### src/rtl/operand_forward_pipe.sv
// Result-return path: EX -> MEM -> WB pipeline registers driving the register-file
// write port, with per-source operand forwarding and load-use stall detection.

// Forwarding mux for one ID source operand; also flags a load-use hit on that source.
module operand_forward_lane #(
  parameter int DATA_W = 32,
  parameter int REG_AW = 5
) (
  input  logic [REG_AW-1:0] rs,
  input  logic              ex_prod,
  input  logic              ex_is_load,
  input  logic [REG_AW-1:0] ex_rd,
  input  logic [DATA_W-1:0] ex_result,
  input  logic              mem_prod,
  input  logic [REG_AW-1:0] mem_rd,
  input  logic [DATA_W-1:0] mem_fwd,
  input  logic              wb_prod,
  input  logic [REG_AW-1:0] wb_rd,
  input  logic [DATA_W-1:0] wb_data,
  input  logic [DATA_W-1:0] rf_rdata,
  output logic [DATA_W-1:0] operand,
  output logic              hazard
);
  logic rs_nz, ex_hit, mem_hit, wb_hit;

  assign rs_nz   = |rs;
  assign ex_hit  = ex_prod  & (ex_rd  == rs) & rs_nz;
  assign mem_hit = mem_prod & (mem_rd == rs) & rs_nz;
  assign wb_hit  = wb_prod  & (wb_rd  == rs) & rs_nz;
  assign hazard  = ex_hit & ex_is_load;

  // A load hit in EX falls through to older stages; the value is discarded by the stall.
  always_comb begin
    operand = rf_rdata;
    if (!rs_nz)                    operand = '0;
    else if (ex_hit & ~ex_is_load) operand = ex_result;
    else if (mem_hit)              operand = mem_fwd;
    else if (wb_hit)               operand = wb_data;
  end
endmodule

module operand_forward_pipe #(
  parameter int DATA_W = 32,
  parameter int REG_AW = 5
) (
  input  logic              clk,
  input  logic              rst_n,
  input  logic              flush,
  input  logic              ex_valid,
  input  logic              ex_wen,
  input  logic              ex_is_load,
  input  logic [REG_AW-1:0] ex_rd,
  input  logic [DATA_W-1:0] ex_result,
  input  logic [DATA_W-1:0] mem_load_data,
  input  logic              id_valid,
  input  logic [REG_AW-1:0] id_rs1,
  input  logic [REG_AW-1:0] id_rs2,
  input  logic [DATA_W-1:0] rf_rdata1,
  input  logic [DATA_W-1:0] rf_rdata2,
  output logic [DATA_W-1:0] operandA,
  output logic [DATA_W-1:0] operandB,
  output logic              stall,
  output logic              wb_wen,
  output logic [REG_AW-1:0] wb_rd,
  output logic [DATA_W-1:0] wb_data
);
  localparam int NUM_SRC = 2;
  localparam int STAGES  = 2;

  typedef struct packed {
    logic              wen;
    logic              is_load;
    logic [REG_AW-1:0] rd;
    logic [DATA_W-1:0] data;
  } mem_t;

  typedef struct packed {
    logic              wen;
    logic [REG_AW-1:0] rd;
    logic [DATA_W-1:0] data;
  } wb_t;

  logic [STAGES:1]  vld_q;
  logic [STAGES:0]  vld_pipe;
  mem_t             mem_q;
  wb_t              wb_q;
  logic [DATA_W-1:0] mem_fwd;

  // Bit 0 is the EX slot as it will be captured: a flushed EX never enters MEM.
  assign vld_pipe = {vld_q, ex_valid & ~flush};
  assign mem_fwd  = mem_q.is_load ? mem_load_data : mem_q.data;

  always_ff @(posedge clk or negedge rst_n) begin
    if (!rst_n) begin
      vld_q <= '0;
      mem_q <= '0;
      wb_q  <= '0;
    end else begin
      vld_q <= vld_pipe[STAGES-1:0];
      mem_q <= '{wen: ex_wen, is_load: ex_is_load, rd: ex_rd, data: ex_result};
      wb_q  <= '{wen: mem_q.wen, rd: mem_q.rd, data: mem_fwd};
    end
  end

  assign wb_wen  = vld_pipe[2] & wb_q.wen & (|wb_q.rd);
  assign wb_rd   = wb_q.rd;
  assign wb_data = wb_q.data;

  logic [NUM_SRC-1:0][REG_AW-1:0] rs;
  logic [NUM_SRC-1:0][DATA_W-1:0] rf, opnd;
  logic [NUM_SRC-1:0]             hazard;

  assign rs = {id_rs2, id_rs1};
  assign rf = {rf_rdata2, rf_rdata1};

  for (genvar g = 0; g < NUM_SRC; g++) begin : g_lane
    operand_forward_lane #(.DATA_W(DATA_W), .REG_AW(REG_AW)) u_lane (
      .rs         (rs[g]),
      .ex_prod    (ex_valid & ex_wen),
      .ex_is_load (ex_is_load),
      .ex_rd      (ex_rd),
      .ex_result  (ex_result),
      .mem_prod   (vld_pipe[1] & mem_q.wen),
      .mem_rd     (mem_q.rd),
      .mem_fwd    (mem_fwd),
      .wb_prod    (vld_pipe[2] & wb_q.wen),
      .wb_rd      (wb_q.rd),
      .wb_data    (wb_q.data),
      .rf_rdata   (rf[g]),
      .operand    (opnd[g]),
      .hazard     (hazard[g])
    );
  end

  assign operandA = opnd[0];
  assign operandB = opnd[1];
  assign stall    = id_valid & ~flush & (|hazard);
endmodule

### config.mk
export PLATFORM = sky130hd
export DESIGN_NAME = operand_forward_pipe
export DESIGN_NICKNAME = d
export VERILOG_FILES = /design/src/rtl/operand_forward_pipe.sv
export SDC_FILE = /design/constraint.sdc
export NUM_CORES = 1
export LEC_CHECK = 0
export ABC_AREA = 1
export CORE_MARGIN = 10
export CORE_UTILIZATION = 33
export CTS_BUF_LIST = sky130_fd_sc_hd__clkbuf_4
export CTS_CLUSTER_SIZE = 12
export DETAILED_ROUTE_END_ITERATION = 16
export RECOVER_POWER = 50
export SETUP_SLACK_MARGIN = 0.2
export SLEW_MARGIN = 0
export SYNTH_ARGS = -nofsm -noshare
export SYNTH_HDL_FRONTEND = slang
export SYNTH_SLANG_ARGS = --single-unit
### constraint.sdc
create_clock -name clk -period 4 [get_ports clk]
set_input_delay 0.6 -clock clk [delete_from_list [all_inputs] [get_ports clk]]
set_output_delay 0.6 -clock clk [all_outputs]
set_load 0.1 [all_outputs]
==> results of run 1 <==
synth_stat cells, drive strengths merged:
master and count:
a21oi 68, buf 88, clkbuf 16, clkinv 1, dfrtp 79, inv 255, mux2 1, nand2 271
nand3 199, nand3b 3, nand4 33, nor2 16, o21ai 32, o21bai 32, or2 1, xnor2 7
metrics by stage:
step | instance area, um2 | util, % | hold slack, ns | setup slack (ns)
floorplan | 6920 | - | 0.304 | 0.515
global placement | 10000 | 49.2 | 0.373 | 0.485
detailed placement | 10000 | 49.2 | 0.375 | 0.501
CTS | 10200 | 49.8 | 0.239 | 0.500
global route | 10200 | 49.8 | 0.407 | 0.372
finish | 10200 | 49.8 | 0.393 | 0.485
routing by layer:
| layer | share of wire [%] | routed length [um] | vias to the layer above |
|---|---|---|---|
| li1 | - | - | 3753 |
| met1 | 43 | 12400 | 3441 |
| met2 | 46 | 13400 | 307 |
| met3 | 8.9 | 2580 | 31 |
| met4 | 1.7 | 488 | 0 |
| met5 | 0 | 0 | - |
area by class of cell:
type                            instances  share of cell area [%]
Multi-Input combinational cell        663                    32.9
Tap cell                              270                    3.32
Inverter                              256                    9.44
Sequential cell                        79                    19.4
Clock buffer                           11                   0.812
Clock inverter                          5                   0.480
Antenna cell                            2                  0.0492
Timing Repair Buffer                  280                    33.5
path summary, 6_finish.rpt:
check	from	cells past startpoint	end	slack, ns
max	ex_rd[2]	12	operandA[30]	0.49
min	vld_q[1]	0	vld_q[2]	0.39
max reg2reg	mem_q[37]	1	wb_data[17]	2.25
min reg2reg	vld_q[1]	0	vld_q[2]	0.39
max in group asynchronous	rst_n	2	wb_data[20]	1.67
min in group asynchronous	rst_n	1	wb_rd[2]	0.57
state kept, by name, summed over array words and instances, names as in the netlist:
signal	flops
mem_q	39
wb_data	32
wb_rd	5
vld_q	2
wb_q	1
where the power goes:
| group | total, uW | internal [uW] | switching [uW] |
|---|---|---|---|
| registers | 881 | 847 | 34.3 |
| clock network | 514 | 199 | 315 |
| logic | 1300 | 426 | 875 |
| total | 2700 | 1470 | 1220 |
logic make-up (layout without fill, tap and decap cells):
group                     Yosys count  count (layout)  synth area share (%)
muxes                               1               1                 0.163
other                               0               2                     0
DFF                                79              79                  28.6
buffers and inverters             360             552                  23.2
AOI/OAI and AO/OA                 132             132                  11.8
and+or+nand+nor                   523             523                  35.4
xor gates and xnor gates            7               7                 0.885
==> impl_summary.log, run 1 <==
[metrics] total standard cell area after synthesis: 6920 um2
[metrics] Filler cells: 2062
[metrics] TritonRoute pass-1 iters: 5
[metrics] Synth area leaders: dfrtp_1 (29%), nand2_1 (14%), nand3_1 (14%)
[metrics] overall via count from detail_route: 7532
[metrics] Cell Count, Final, Fillers Out: 1566
[metrics] post-synthesis instance total: 1102
[metrics] Power, Total: 2700 uW
[metrics] critical path arrival: 2.91 ns
[metrics] register area: 1980 um2
[metrics] most common cell after layout, fill and taps aside: nand2_1
[metrics] synthesized area per cell: 6.28 um2
[metrics] sum of net half-perimeters after detailed placement: 20800 um
[metrics] setup repair after global routing missed its margin: false
[metrics] Seq/Total Area, Yosys: 28.6%
[metrics] Area growth, synth to finish: 47.0%
[metrics] Post-CTS Setup Repair Bufs: 0
[metrics] number of antenna violations at the first check in global routing: 2
[metrics] share of the clock period used by the worst path: 87.9%
[metrics] via count of the first global-routing pass: 7441
[metrics] TritonCTS clock tree: done
[metrics] clock network latency to the later pin of the worst-skew pair: 0.47 ns
[metrics] chip width: 165 um
[metrics] type of the most critical hold path: flop to flop
[metrics] CTS root buf: clkbuf_4
[metrics] required time of the critical path: 3.40 ns
[metrics] peak fanout along the critical path: 34
[metrics] proportion of layout cells with a drive suffix above 1: 14.8%
[metrics] routed wire length: 28800 um
[metrics] RD Place Congestion: 0.903
[metrics] number of nets in the finished design: 1439
[metrics] met3 usage in global routing: 5.80%
[metrics] antenna viol nets, final: 0
[metrics] CP dominant cell by count: nand2_1
[metrics] max frequency: 285 MHz
[metrics] Num CTS Buffers: 9
[metrics] normalized max-slew margin: -11.6%
[metrics] biggest cell delay along the critical path: 0.61 ns
[metrics] number of distinct library cells after synthesis: 28
[metrics] critical path buffer and inverter count: 5
[metrics] leakage: 0.00538 uW
[metrics] status: finished, violations left
[metrics] worst setup path class: input pin to output port
[metrics] top-area cell type share of the netlist area: 28.6%
[metrics] met2 usage: 33.1%
[metrics] DR iter-0 viols: 430
[metrics] Most Crowded Layer GR: met2
[metrics] global-route usage over all layers: 20.7%
[metrics] via density per instance: 4.81
[metrics] P per Cell Area: 265 nW/um2
[metrics] number of placement rows: 52
[metrics] global-route wire length before repair: 43500 um
[metrics] syn nets: 1252
[metrics] max-cap check violation count: 1
[metrics] kind of capture point of the worst setup path: output port
[metrics] Critical Path Slowest Stage Cell: dlygate4sd3_1
[metrics] Hold-fix buffers, CTS: 0
[metrics] Ys Warns: 0
[metrics] H-tree level count: 3
[metrics] Worst-Margin Slew: 1.67 ns
[metrics] effective utilization at floorplan: 33.9%
[metrics] chip height: 165 um
[metrics] worst supply voltage drop on vdd: 0.000138 V
[metrics] post-detailed-route wirelength per cell: 18.4 um
[metrics] Total Die Area: 27200 um2
[metrics] post_cts resized: 0
[metrics] Synth Register Bits: 79
[metrics] final period demand of the worst path: 3.51 ns
[metrics] final-report setup violation count: 0
[metrics] top-level I/O count: 253
[metrics] ordered cell list for the critical path: dlygate4sd3_1, inv_1, nand2_1, nand2_1, nand2_1, nor2_2, nand3_4, buf_12, nand2_1, inv_1, a21oi_1, buf_12
[metrics] cell count after placement: 1548
[metrics] pin count of the biggest net entering global routing: 64
[metrics] clock slew at the register clock pins of the worst setup and hold paths: 0.13 ns
[metrics] clock tree skew after final layout: 0.0270 ns
[metrics] total area of multi-input combinational cells: 3350 um2
[metrics] DR DRC count: 0
[metrics] global-route met1 utilization: 26.6%
[metrics] residual overflow from global routing: 0
[metrics] final number of max-transition violations: 63
[metrics] startpoint type of the worst setup path: input pin
[metrics] final setup TNS: 0 ns
[metrics] Worst path top cell family by delay: buffers and inverters
[metrics] cell taking the most area after synthesis: dfrtp_1
[metrics] failing checks: capacitance limit, slew limit
[metrics] clock tree sinks: 79
[metrics] leading cell types in the layout, fill and taps excluded: nand2_1 (267), inv_1 (216), nand3_1 (196)
[metrics] # port buffers: 252
[metrics] number of hold-slack violations in the final timing report: 0
[metrics] floorplan core area: 20400 um2
[metrics] Clock Path Buffers: 2
No activity file was read; power rests on OpenSTA's default activity.
==> inputs of run 2 (changes only) <==
==> constraint.sdc (replaced) <==
create_clock -name clk -period 3.4 [get_ports clk]
set_input_delay 0.51 -clock clk [delete_from_list [all_inputs] [get_ports clk]]
set_output_delay 0.51 -clock clk [all_outputs]
set_load 0.1 [all_outputs]
==> run 2 against run 1 <==
Net effect:
- the run still ends with capacitance limit, slew limit left
- sequential share of layout area is 0.49 points lower
- die area stayed put
- first-iteration DRC count is 14% higher
==> impl_summary.log, run 2 (synthesis gave the netlist of run 1 again) <==
[metrics] # port buffers: 252 (unchanged)
[metrics] overall via count from detail_route: 7607 (+1.0%)
[metrics] DR iter-0 viols: 489 (+14%)
[metrics] Worst-Margin Slew: 2.82 ns (+1.14 ns)
[metrics] normalized max-slew margin: -87.8% (-76 points)
[metrics] capturing instance or port of the critical path: operandB[15]
[metrics] top-level I/O count: 253 (unchanged)
[metrics] detailed-routing wirelength on met1: 12800 um (+3.4%)
[metrics] RD Place Congestion: 0.850 (-5.8%)
[metrics] number of antenna violations at the first check in global routing: 1 (-1)
[metrics] most flop-heavy register: mem_q
[metrics] Num CTS Buffers: 9 (unchanged)
[metrics] P per Cell Area: 313 nW/um2 (+18%)
[metrics] number of cells on the worst reg-to-reg path: 2 (+1)
[metrics] leading cell types in the layout, fill and taps excluded: nand2_1 (267), inv_1 (216), nand3_1 (196)
[metrics] Area growth, synth to finish: 50.8%
[metrics] final setup TNS: 0 ns (unchanged)
[metrics] Power, Total: 3270 uW (+21%)
[metrics] worst supply voltage drop on vdd: 0.000183 V (+32%)
[metrics] post_cts resized: 0 (unchanged)
[metrics] number of hold-slack violations in the final timing report: 0 (unchanged)
[metrics] leakage: 0.00548 uW (+1.8%)
[metrics] status: finished, violations left
[metrics] clock slew at the register clock pins of the worst setup and hold paths: 0.16 ns (+0.03 ns)
[metrics] pin count of the biggest net entering global routing: 47 (-27%)
[metrics] startpoint type of the worst setup path: input pin
[metrics] peak fanout along the critical path: 11 (-68%)
[metrics] total length of routed met3 wires: 2380 um (-7.5%)
[metrics] via density per instance: 4.82 (+0.16%)
[metrics] clock tree skew after final layout: 0.0183 ns (-0.00864 ns)
[metrics] TritonRoute pass-1 iters: 5 (unchanged)
[metrics] global-route wire length before repair: 44700 um (+2.6%)
[metrics] routed wire length: 29400 um (+2.0%)
[metrics] most common cell after layout, fill and taps aside: nand2_1
[metrics] share of the clock period used by the worst path: 91.4%
[metrics] detailed-routed wire length on met2: 13800 um (+3.2%)
[metrics] worst setup path class: input pin to output port
[metrics] effective utilization at floorplan: 33.9% (unchanged)
[metrics] final number of max-transition violations: 47 (-25%)
[metrics] Clock Path Buffers: 2 (unchanged)
[metrics] via count of the first global-routing pass: 7834 (+5.3%)
[metrics] number of nets in the finished design: 1453 (+0.97%)
[metrics] kind of capture point of the worst setup path: output port
[metrics] clock network latency to the later pin of the worst-skew pair: 0.47 ns (about the same)
[metrics] Total Die Area: 27200 um2 (unchanged)
[metrics] chip width: 165 um (unchanged)
[metrics] Crit. Startpoint: id_rs2[0]
[metrics] total area of multi-input combinational cells: 3510 um2 (+4.7%)
[metrics] required time of the critical path: 2.89 ns (-0.51 ns)
[metrics] global-route usage over all layers: 21.3% (+0.61 points)
[metrics] type of the most critical hold path: flop to flop
[metrics] post-detailed-route wirelength per cell: 18.6 um (+1.2%)
[metrics] CTS root buf: clkbuf_4
[metrics] Cell Count, Final, Fillers Out: 1579 (+0.83%)
[metrics] worst flop-to-flop path endpoint: wb_data[30]
[metrics] failing checks: capacitance limit, slew limit
[metrics] register area: 1980 um2 (unchanged)
[metrics] clock tree sinks: 79 (unchanged)
[metrics] number of placement rows: 52 (unchanged)
[metrics] max frequency: 322 MHz
[metrics] TritonCTS clock tree: done
[metrics] cell count after placement: 1560 (+0.78%)
[metrics] critical path arrival: 2.60 ns (-0.31 ns)
[metrics] top routing layer used: met4
[metrics] residual overflow from global routing: 0 (unchanged)
[metrics] number of flip-flops under the largest register name: 39 (unchanged)
[metrics] DR DRC count: 0 (unchanged)
[metrics] final-report setup violation count: 0 (unchanged)
[metrics] Hold Path Depth: 0 (unchanged)
[metrics] final period demand of the worst path: 3.11 ns
[metrics] sum of net half-perimeters after detailed placement: 21900 um (+5.5%)
[metrics] floorplan core area: 20400 um2 (unchanged)
[metrics] proportion of layout cells with a drive suffix above 1: 19.4% (+4.7 points)
[metrics] internal reg-to-reg setup slack: 1.90 ns (-0.35 ns)
[metrics] max-cap check violation count: 1 (unchanged)
[metrics] H-tree level count: 3 (unchanged)
[metrics] chip height: 165 um (unchanged)
[metrics] setup repair after global routing missed its margin: true
[metrics] launch instance of the worst register-to-register path: mem_q[37]
[metrics] Filler cells: 2093 (+1.5%)
[metrics] antenna viol nets, final: 0 (unchanged)
-- run 2: cell count changes in the layout (fill, tap and decap cells not counted), sizes merged --
| cell | previous run | this run |
|---|---|---|
| bufinv | 1 | 2 |
| clkinv | 4 | 3 |
| buf | 92 | 109 |
| diode | 2 | 1 |
| clkdlybuf4s50 | 146 | 142 |
| clkinvlp | 1 | 2 |
-- run 2: final cells by class --
type	instances	share of cell area, %
clock inverters	6	0.815
inverters	256	9.20
repair buffers	294	33.4
well taps	270	3.24
diodes	1	0.0240
flip-flops and latches	79	18.9
clock buffers	10	0.719
multi-input cells	663	33.6
-- run 2: how the worst min path moves through the flow --
| stage | start | to |
|---|---|---|
| 2_1_floorplan | rst_n | mem_q[0] |
| 3_3_place_gp | mem_q[38] | wb_q[37] |
| 3_5_place_dp | mem_q[38] | wb_q[37] |
| 4_1_cts | rst_n | mem_q[0] |
| 5_1_grt | mem_q[38] | wb_q[37] |
| 6_report | vld_q[1] | vld_q[2] |
-- run 2: power breakdown --
group / switching [uW] / internal (uW) / total, uW
registers: 35.1 / 996 / 1030
logic: 1050 / 515 / 1560
clock network: 373 / 304 / 676
total: 1450 / 1810 / 3270
-- run 2: timing repair --
item | CTS | global route
setup endpoints to repair | 0 | 9
hold buffers | 0 | 0
buffers inserted | 0 | 2
-- run 2: metal layers --
layer  vias to the layer above  global-route usage (%)
li1                       3775                       -
met1                      3527                    26.5
met2                       278                    35.3
met3                        27                    6.62
met4                         0                    4.67
met5                         -                       0
-- run 2: worst max-delay path: stages --
cell,delay (ns)
clkdlybuf4s50_1,0.52
or2_4,0.32
nor2_8,0.17
nor2_4,0.06
nand2_2,0.28
buf_4,0.25
nand3_1,0.11
a21oi_2,0.19
buf_12,0.19
-- run 2: metrics by stage --
| stage | cell area (um2) | setup slack [ns] | utilization, % | hold slack [ns] |
|---|---|---|---|---|
| after floorplan | 7080 | 0.220 | - | 0.214 |
| after global routing | 10400 | 0.156 | 51.1 | 0.405 |
| after CTS | 10400 | 0.264 | 51.1 | 0.0364 |
| after global placement | 10300 | 0.255 | 50.3 | 0.372 |
| after detailed placement | 10300 | 0.281 | 50.3 | 0.367 |
| final | 10400 | 0.293 | 51.1 | 0.383 |
